===== config.mk =====
export PLATFORM = sky130hd
export DESIGN_NAME = count_capture
export DESIGN_NICKNAME = d
export VERILOG_FILES = /design/src/rtl/count_capture_pkg.sv /design/src/rtl/count_capture_fifo.sv /design/src/rtl/count_capture.sv
export SDC_FILE = /design/constraint.sdc
export NUM_CORES = 1
export LEC_CHECK = 0
export CAP_MARGIN = 10
export CORE_AREA = 5 5 127 99
export CTS_CLUSTER_SIZE = 30
export DETAILED_ROUTE_END_ITERATION = 10
export DIE_AREA = 0 0 132 104
export GPL_ROUTABILITY_DRIVEN = 0
export PLACE_DENSITY = 0.53
export SLEW_MARGIN = 20
export SYNTH_ARGS = -nofsm -noshare
export SYNTH_HDL_FRONTEND = slang
export SYNTH_HIERARCHICAL = 1
export SYNTH_SLANG_ARGS = --single-unit

===== constraint.sdc =====
create_clock -name clock -period 2.17 [get_ports clock]
set_input_delay 0.434 -clock clock [delete_from_list [all_inputs] [get_ports clock]]
set_output_delay 0.434 -clock clock [all_outputs]
set_load 0.01 [all_outputs]

===== src/rtl/count_capture_pkg.sv =====
// count_capture_pkg
//   Shared defaults and the capture FSM state type for count_capture.
//   No ports; imported by count_capture and count_capture_fifo.
package count_capture_pkg;

   localparam int DEF_WIDTH = 12;   // counter value width
   localparam int DEF_DEPTH = 4;    // capture FIFO entries (power of 2, >= 2)
   localparam int DEF_HOLD  = 8;    // event holdoff length in cycles (>= 1)

   typedef enum logic [1:0] {
      ST_IDLE    = 2'd0,
      ST_ARMED   = 2'd1,
      ST_HOLDOFF = 2'd2
   } cap_state_t;

endpackage


===== src/rtl/count_capture_fifo.sv =====
// count_capture_fifo
//   First-word-fall-through capture FIFO with sticky overflow flag.
//   A push into an empty FIFO shows up at the head one cycle later.
// Ports:
//   clock, rst      rising-edge clock, async active-low reset
//   push, push_data write request and {wrap, count} entry
//   push_ok         push is accepted this cycle (not full, or popping)
//   pop_req         consumer ready; a pop only happens when head_valid
//   head, head_valid FIFO head entry (zero while empty) and its valid
//   level           occupancy, 0..DEPTH
//   ovf, clr_ovf    sticky overflow flag and its synchronous clear
module count_capture_fifo
   import count_capture_pkg::*;
#(
   parameter int WIDTH = DEF_WIDTH,
   parameter int DEPTH = DEF_DEPTH
) (
   input  logic                   clock,
   input  logic                   rst,
   input  logic                   push,
   input  logic [WIDTH:0]         push_data,
   output logic                   push_ok,
   input  logic                   pop_req,
   output logic [WIDTH:0]         head,
   output logic                   head_valid,
   output logic [$clog2(DEPTH):0] level,
   output logic                   ovf,
   input  logic                   clr_ovf
);

   localparam int PW = $clog2(DEPTH);
   localparam int LW = PW + 1;

   logic [WIDTH:0] mem [DEPTH];
   logic [PW-1:0]  wr_ptr, rd_ptr;
   logic           full, pop, drop;

   assign head_valid = (level != '0);
   assign full       = (level == LW'(DEPTH));
   assign pop        = head_valid & pop_req;
   // When full, a same-cycle pop frees the slot being written.
   assign push_ok    = push & (~full | pop);
   assign drop       = push & full & ~pop;
   assign head       = head_valid ? mem[rd_ptr] : '0;

   always_ff @(posedge clock) begin
      if (push_ok) mem[wr_ptr] <= push_data;
   end

   // Pointers wrap naturally since DEPTH is a power of 2.
   always_ff @(posedge clock or negedge rst) begin
      if (!rst) begin
         wr_ptr <= '0;
         rd_ptr <= '0;
         level  <= '0;
         ovf    <= 1'b0;
      end else begin
         if (push_ok) wr_ptr <= wr_ptr + PW'(1);
         if (pop)     rd_ptr <= rd_ptr + PW'(1);
         case ({push_ok, pop})
            2'b10:   level <= level + LW'(1);
            2'b01:   level <= level - LW'(1);
            default: level <= level;
         endcase
         // A new overflow wins over a clear in the same cycle.
         if (drop)         ovf <= 1'b1;
         else if (clr_ovf) ovf <= 1'b0;
      end
   end

endmodule


===== src/rtl/count_capture.sv =====
// count_capture
//   Captures an upstream counter value on an asynchronous external event,
//   tagging each capture with whether the counter wrapped since the last
//   accepted capture. Captures queue in a FWFT FIFO.
// Ports:
//   clock, rst      rising-edge clock, async active-low reset
//   d_in, d_en      upstream counter value and its enable (qualifies wrap)
//   arm             capture enable
//   evt             asynchronous event input
//   cap_data/cap_wrap/cap_valid, cap_ready   FIFO head and handshake
//   level           FIFO occupancy
//   ovf, clr_ovf    sticky overflow flag and synchronous clear
module count_capture
   import count_capture_pkg::*;
#(
   parameter int WIDTH = DEF_WIDTH,
   parameter int DEPTH = DEF_DEPTH,
   parameter int HOLD  = DEF_HOLD
) (
   input  logic                   clock,
   input  logic                   rst,
   input  logic [WIDTH-1:0]       d_in,
   input  logic                   d_en,
   input  logic                   arm,
   input  logic                   evt,
   output logic [WIDTH-1:0]       cap_data,
   output logic                   cap_wrap,
   output logic                   cap_valid,
   input  logic                   cap_ready,
   output logic [$clog2(DEPTH):0] level,
   output logic                   ovf,
   input  logic                   clr_ovf
);

   localparam int HCW = (HOLD > 1) ? $clog2(HOLD) : 1;
   localparam logic [HCW-1:0] HOLD_LAST = HCW'(HOLD - 1);

   cap_state_t     state, state_nxt;
   logic           evt_s1, evt_s2, evt_q, evt_rise;
   logic [WIDTH-1:0] d_prev;
   logic           wrap_now, wrap_pend;
   logic [HCW-1:0] hold_cnt;
   logic           push, push_ok;
   logic [WIDTH:0] head;

   // evt_s1/evt_s2 form the synchronizer; evt_q only serves edge detection,
   // so the pushed value is d_in at the second edge after evt is sampled.
   assign evt_rise = evt_s2 & ~evt_q;
   assign wrap_now = d_en & (d_prev == '1) & (d_in == '0);
   assign push     = (state == ST_ARMED) & evt_rise;

   always_ff @(posedge clock or negedge rst) begin
      if (!rst) begin
         evt_s1    <= 1'b0;
         evt_s2    <= 1'b0;
         evt_q     <= 1'b0;
         d_prev    <= '0;
         wrap_pend <= 1'b0;
         hold_cnt  <= '0;
         state     <= ST_IDLE;
      end else begin
         evt_s1 <= evt;
         evt_s2 <= evt_s1;
         evt_q  <= evt_s2;
         d_prev <= d_in;
         state  <= state_nxt;
         // A same-cycle wrap is folded into the accepted entry, so the
         // flag simply clears; a dropped push keeps any pending wrap.
         if (push_ok)       wrap_pend <= 1'b0;
         else if (wrap_now) wrap_pend <= 1'b1;
         if (state == ST_HOLDOFF) hold_cnt <= hold_cnt + HCW'(1);
         else                     hold_cnt <= '0;
      end
   end

   always_comb begin
      state_nxt = state;
      case (state)
         ST_IDLE:    if (arm) state_nxt = ST_ARMED;
         ST_ARMED:   if (evt_rise)  state_nxt = ST_HOLDOFF;
                     else if (!arm) state_nxt = ST_IDLE;
         ST_HOLDOFF: if (hold_cnt == HOLD_LAST) state_nxt = arm ? ST_ARMED : ST_IDLE;
         default:    state_nxt = ST_IDLE;
      endcase
   end

   count_capture_fifo #(.WIDTH(WIDTH), .DEPTH(DEPTH)) u_fifo (
      .clock      (clock),
      .rst        (rst),
      .push       (push),
      .push_data  ({wrap_pend | wrap_now, d_in}),
      .push_ok    (push_ok),
      .pop_req    (cap_ready),
      .head       (head),
      .head_valid (cap_valid),
      .level      (level),
      .ovf        (ovf),
      .clr_ovf    (clr_ovf)
   );

   assign cap_wrap = head[WIDTH];
   assign cap_data = head[WIDTH-1:0];

endmodule

==> flow_summary.yaml, run 1 <==
run_status:
  outcome: "complete, but fails checks"
  violations: "negative setup slack"
timing:
  period_share_pct: 100
  relSlewSlack_pct: 63.5
  hold_slack_ps: 347
  setup_viol: 2
  fin_skew_ps: 8.63
  fin_ws_ps: -8.90
  setup-tns-final_ps: -16.1
  rsz0062_at_grt: "yes"
  drv_slew: 0
  hold_violations: 0
  worst_pin_slew_ps: 543
  max_freq_mhz: 459
  fin_crit_ps: 2180
final_layout:
  layoutNonFillerInstCount: 405
  antennaDiodeCount: 0
  fillers: 1044
  final_nets: 282
  stdcell_area_um2: 4270
  area_growth_pct: 31.5
  multi_input_area_um2: 883
  fin_util_pct: 37.9
  drive_gt1_share_pct: 32.6
  seq_area_um2: 2290
setup_path:
  crit_path_start_kind: "register"
  path_class: "register to output port"
  regToRegSetupSlack_ps: 130
  endpoint_kind: "output port"
  worstPathRequired_ps: 1740
  crit_fanout: 4
  arrival_ps: 1740
route:
  vias_per_cell: 4.32
  vias: 1749
  wl_um: 6460
  drtAntennaViolNets: 0
  wl_per_cell_um: 15.9
  drtIter0Drc: 85
  drtPass1Iterations: 2
  route.detailed.drc: 0
placed_design:
  place_area_um2: 3960
  dp_slack_ps: -129
  place_inst: 387
  port-buffer-count: 36
  dp_hpwl_um: 4570
logic_synthesis:
  synth_common_cells: "edfxtp_1, dfrtp_1, and2_1, mux4_2, inv_1"
  netlist_top_cells_area: "edfxtp_1, dfrtp_1, mux4_2"
  yosys_warnings: 6
  syn_nets: 211
  ys.flop_type: "edfxtp_1"
  yosysTopAreaCell: "edfxtp_1"
  synth-seq-cells: 81
  synth-seq-area-share_pct: 70.4
  synth_area_um2: 3250
  yosysTopAreaCellShare_pct: 48.1
  netlist_instances: 185
  synth_cell_types: 40
  post_synth.cell_area_avg_um2: 17.6
  synth-edff-count: 52
  synth.most_common_cell: "edfxtp_1"
  ys_async_sr_fraction_pct: 35.8
clock_network:
  cts_tree: "built"
  cts_buffers: 9
  root_buffer: "clkbuf_16"
  insertion_delay_ps: 330
  htreeDepth: 3
  cts_hold_buffers: 0
  max-clock-path-buffers: 2
  clock-sinks: 81
  clk_pin_slew_worst_paths_ps: 60
power:
  p_leak_nw: 1.64
  power_mw: 5.11
  ir_worst_vdd_mv: 0.508
  p_per_area_nw_per_um2: 1200
job:
  maxCapViolCount: 0
floorplanning:
  dieArea_um2: 13700
  fp-row-count: 34
  die_x_um: 132
  core_area_um2: 11300
  start_util_pct: 28.8
  die_h_um: 104
  io_pins: 37
worst_hold_path:
  hold_class: "register to register"
grt:
  grtUsageTotal_pct: 9.86
  grt_pass1_vias: 1877
  grt_max_degree: 30
  grt_first_pass_wirelength_um: 10300
  overflow: 0
  antenna_found_initial: 0
-- final cells by class --
type | count | share of cell area, %
multi-input combinational | 89 | 20.7
tap | 144 | 4.22
clock inverter | 6 | 1.55
inverter | 7 | 0.615
sequential | 81 | 53.5
timing repair buffer | 68 | 14.1
clock buffer | 10 | 5.36
-- state kept, by name, indices dropped and copies added, names as in the netlist --
register       count
hold_cnt           3
evt_s2             1
wrap_pend          1
u_fifo/ovf         1
d_prev            12
evt_q              1
u_fifo/rd_ptr      2
u_fifo/mem        52
evt_s1             1
u_fifo/wr_ptr      2
state              2
u_fifo/level       3
-- power by group --
group,internal (mW),switching (mW)
Clock,0.892,0.577
Combinational,1.04,0.756
Sequential,1.78,0.0680
-- worst max-delay path, stage by stage, from the launching register on --
cell and delay, ps:
dfrtp_1 420, buf_6 150, buf_4 110, mux4_2 470, and2_1 140, buf_2 130
-- routing by layer --
| layer | wire length [um] | GRT usage [%] |
|---|---|---|
| met1 | 3070 | 13.3 |
| met2 | 3030 | 14.9 |
| met3 | 270 | 3.68 |
| met4 | 86 | 2.86 |
| met5 | 0 | 0 |
-- cells in the final DEF, fill, tap and decap left out, drive strengths merged, types with 2 or more instances in the layout --
cell and instances:
o211ai 2, nor2 6, o21ai 2, nand4 2, mux4 13, nand2 3, inv 8, or3 2
nand2b 2, edfxtp 52, ha 6, nand3 3, o21bai 2, clkbuf 10, xnor2 3, clkinvlp 3
clkdlybuf4s50 22, nor2b 4, nor4b 2, buf 45, a41o 2, nor4 3, xor2 2, dfrtp 29
and2 18
-- repair_timing --
item	CTS	global route
endpoints found under the setup margin	14	13
resized for setup	74	5
pin swaps	4	9
setup buffers	4	0
-- logic make-up (layout without fill, tap and decap cells) --
logic type / count (synthesis) / in the layout / share of synthesized area, %
xor gates and xnor gates: 5 / 5 / 1.35
buffers and inverters: 15 / 91 / 2.66
adders and majority gates: 7 / 7 / 2.93
DFF: 81 / 81 / 70.4
muxes: 14 / 14 / 10.0
AOI/OAI and AO/OA: 12 / 12 / 2.85
and+or+nand+nor: 51 / 51 / 9.78
-- final timing paths --
check / startpoint / to / depth (start not counted)
min: evt_s1$_DFF_PN0_ / evt_s2$_DFF_PN0_ / 0
max: u_fifo/rd_ptr[0]$_DFFE_PN0N_ / cap_data[10] / 5
max reg2reg: evt_s2$_DFF_PN0_ / u_fifo/level[1]$_DFFE_PN0P_ / 7
min in group asynchronous: rst / hold_cnt[2]$_DFF_PN0_ / 2
min reg2reg: evt_s1$_DFF_PN0_ / evt_s2$_DFF_PN0_ / 0
max in group asynchronous: rst / d_prev[1]$_DFF_PN0_ / 2
Power figures use the tool's default switching activity.
==> run 2: changes to the inputs <==
--- a/config.mk
+++ b/config.mk
@@ -7,7 +7,7 @@
 export LEC_CHECK = 0
 export CAP_MARGIN = 10
 export CORE_AREA = 5 5 127 99
-export CTS_CLUSTER_SIZE = 30
+export CTS_CLUSTER_SIZE = 25
 export DETAILED_ROUTE_END_ITERATION = 10
 export DIE_AREA = 0 0 132 104
 export GPL_ROUTABILITY_DRIVEN = 0
==> results of run 2 <==
No change in the layout: final DEF, timing and power equal those of run 1.
==> run 3: changes to the inputs <==
--- a/config.mk
+++ b/config.mk
@@ -6,11 +6,12 @@
 export NUM_CORES = 1
 export LEC_CHECK = 0
 export CAP_MARGIN = 10
-export CORE_AREA = 5 5 127 99
+export CORE_AREA = 5 5 102 123
 export CTS_CLUSTER_SIZE = 25
 export DETAILED_ROUTE_END_ITERATION = 10
-export DIE_AREA = 0 0 132 104
+export DIE_AREA = 0 0 107 128
 export GPL_ROUTABILITY_DRIVEN = 0
+export GPL_TIMING_DRIVEN = 1
 export PLACE_DENSITY = 0.53
 export SLEW_MARGIN = 20
 export SYNTH_ARGS = -nofsm -noshare
==> flow_summary.yaml, run 3 (synthesized netlist as in run 1, its figures left out) <==
final_layout:
  final_nets: 279
  layoutNonFillerInstCount: 393
  antennaDiodeCount: 0
  largest_reg_flops: 52
  largestRegisters: "u_fifo/mem x52, d_prev x12"
  layout_commonest_cell: "edfxtp_1"
  final_cell_mix: "edfxtp_1, dfrtp_1, clkdlybuf4s50_1"
  area_growth_pct: 31.7
  top_register: "u_fifo/mem"
  drive_gt1_share_pct: 31.8
  fin_util_pct: 37.9
floorplanning:
  die_x_um: 107
  fp-row-count: 43
  dieArea_um2: 13700
  start_util_pct: 28.8
  io_pins: 37
  core_area_um2: 11300
  die_h_um: 128
timing:
  max_freq_mhz: 468
  period_share_pct: 98.4
  fin_crit_ps: 2140
  drv_slew: 0
  worst_pin_slew_ps: 445
  hold_violations: 0
  setup_viol: 0
  fin_skew_ps: 8.18
  relSlewSlack_pct: 70.1
  rsz0062_at_grt: "yes"
route:
  wl_met2_um: 3240
  drtAntennaViolNets: 0
  route.detailed.drc: 0
  top_layer: "met4"
  route.met3.wl_um: 243
  drtPass1Iterations: 4
  vias_per_cell: 4.44
  wl_um: 6360
  vias: 1745
  wl_met1_um: 2770
  wl_per_cell_um: 16.2
  drtIter0Drc: 67
setup_path:
  regToRegSetupSlack_ps: 160
  crit_fanout: 6
  startpoint: "u_fifo/rd_ptr[0]$_DFFE_PN0N_"
  crit_path_start_kind: "register"
  r2r-end: "u_fifo/level[1]$_DFFE_PN0P_"
  endpoint_kind: "output port"
  arrival_ps: 1700
  reg2reg_depth: 7
  path_class: "register to output port"
  r2r_start: "u_fifo/level[0]$_DFFE_PN0P_"
  crit_end: "cap_data[11]"
  worstPathRequired_ps: 1740
power:
  p_per_area_nw_per_um2: 1190
  sequentialPowerShare_pct: 36.3
  p_sw_mw: 1.42
  ir_worst_vdd_mv: 0.458
  switching_share_pct: 28.1
  comb_power_share_pct: 36.0
  internal_power_mw: 3.65
  clkPwrFrac_pct: 27.7
  p_leak_nw: 1.62
placed_design:
  port-buffer-count: 36
  dp_hpwl_um: 3990
  place_inst: 369
clock_network:
  cts_tree: "built"
  cts_buffers: 9
  clock-sinks: 81
  clk_pin_slew_worst_paths_ps: 60
  max-clock-path-buffers: 2
  cts_hold_buffers: 0
  insertion_delay_ps: 330
  htreeDepth: 3
  root_buffer: "clkbuf_16"
grt:
  grtUsageTotal_pct: 10.4
  grt_pass1_vias: 1897
  grt_first_pass_wirelength_um: 10400
  antenna_found_initial: 0
  overflow: 0
  grt_max_degree: 30
worst_hold_path:
  hold_depth: 0
  hold_class: "register to register"
job:
  maxCapViolCount: 0
run_status:
  outcome: "complete, no violations"
run 3: critical path, stage by stage (launching register included):
cell and delay (ps):
dfrtp_2 390, buf_12 130, buf_6 100, mux4_2 490, and2_4 150, buf_6 110
run 3: worst min-delay path by stage:
stage / startpoint / slack [ps] / end
after floorplan: rst / 140 / d_prev[0]$_DFF_PN0_
after global placement: evt_s1$_DFF_PN0_ / 340 / evt_s2$_DFF_PN0_
after detailed placement: evt_s1$_DFF_PN0_ / 340 / evt_s2$_DFF_PN0_
after CTS: evt_s1$_DFF_PN0_ / 350 / evt_s2$_DFF_PN0_
after global routing: evt_s1$_DFF_PN0_ / 360 / evt_s2$_DFF_PN0_
final: evt_s1$_DFF_PN0_ / 350 / evt_s2$_DFF_PN0_
run 3: power groups by stage:
stage / registers [mW] / clock network, mW / logic, mW
final: 1.84 / 1.40 / 1.83
after detailed placement: 1.87 / 0 / 1.70
after CTS: 1.84 / 1.45 / 1.81
after global routing: 1.86 / 1.51 / 2.01
after floorplan: 1.89 / 0 / 0.894
after global placement: 1.86 / 0 / 1.69
run 3: metal layers:
metal | GRT usage [%] | vias to the layer above
met5 | 0 | -
met4 | 4.74 | 0
met3 | 3.22 | 7
met2 | 17.0 | 27
met1 | 12.5 | 881
li1 | - | 830
run 3: stage by stage:
stage | power [mW] | cell area [um2] | setup TNS, ps | worst slack, ps | hold slack [ps]
2_1_floorplan | 2.79 | 3250 | 0 | 47.2 | 138
3_3_place_gp | 3.55 | 3950 | -3830 | -87.6 | 338
3_5_place_dp | 3.57 | 3950 | -4830 | -126 | 337
4_1_cts | 5.10 | 4270 | -83.9 | -23.2 | 350
5_1_grt | 5.39 | 4280 | -214 | -44.9 | 361
6_report | 5.07 | 4280 | 0 | 34.8 | 348
run 3: cell type report:
class                      count  area [um2]
tap                          135         169
clock buffer                  11         243
timing repair buffer          65         637
multi-input combinational     89         875
fill                        1068        7020
clock inverter                 5        40.0
inverter                       7        26.3
sequential                    81        2290
run 3: repair_timing:
item	CTS	global route
resized for setup	68	8
gates cloned	1	0
setup endpoints to repair	14	12
pin swaps	12	0
buffers inserted	8	0
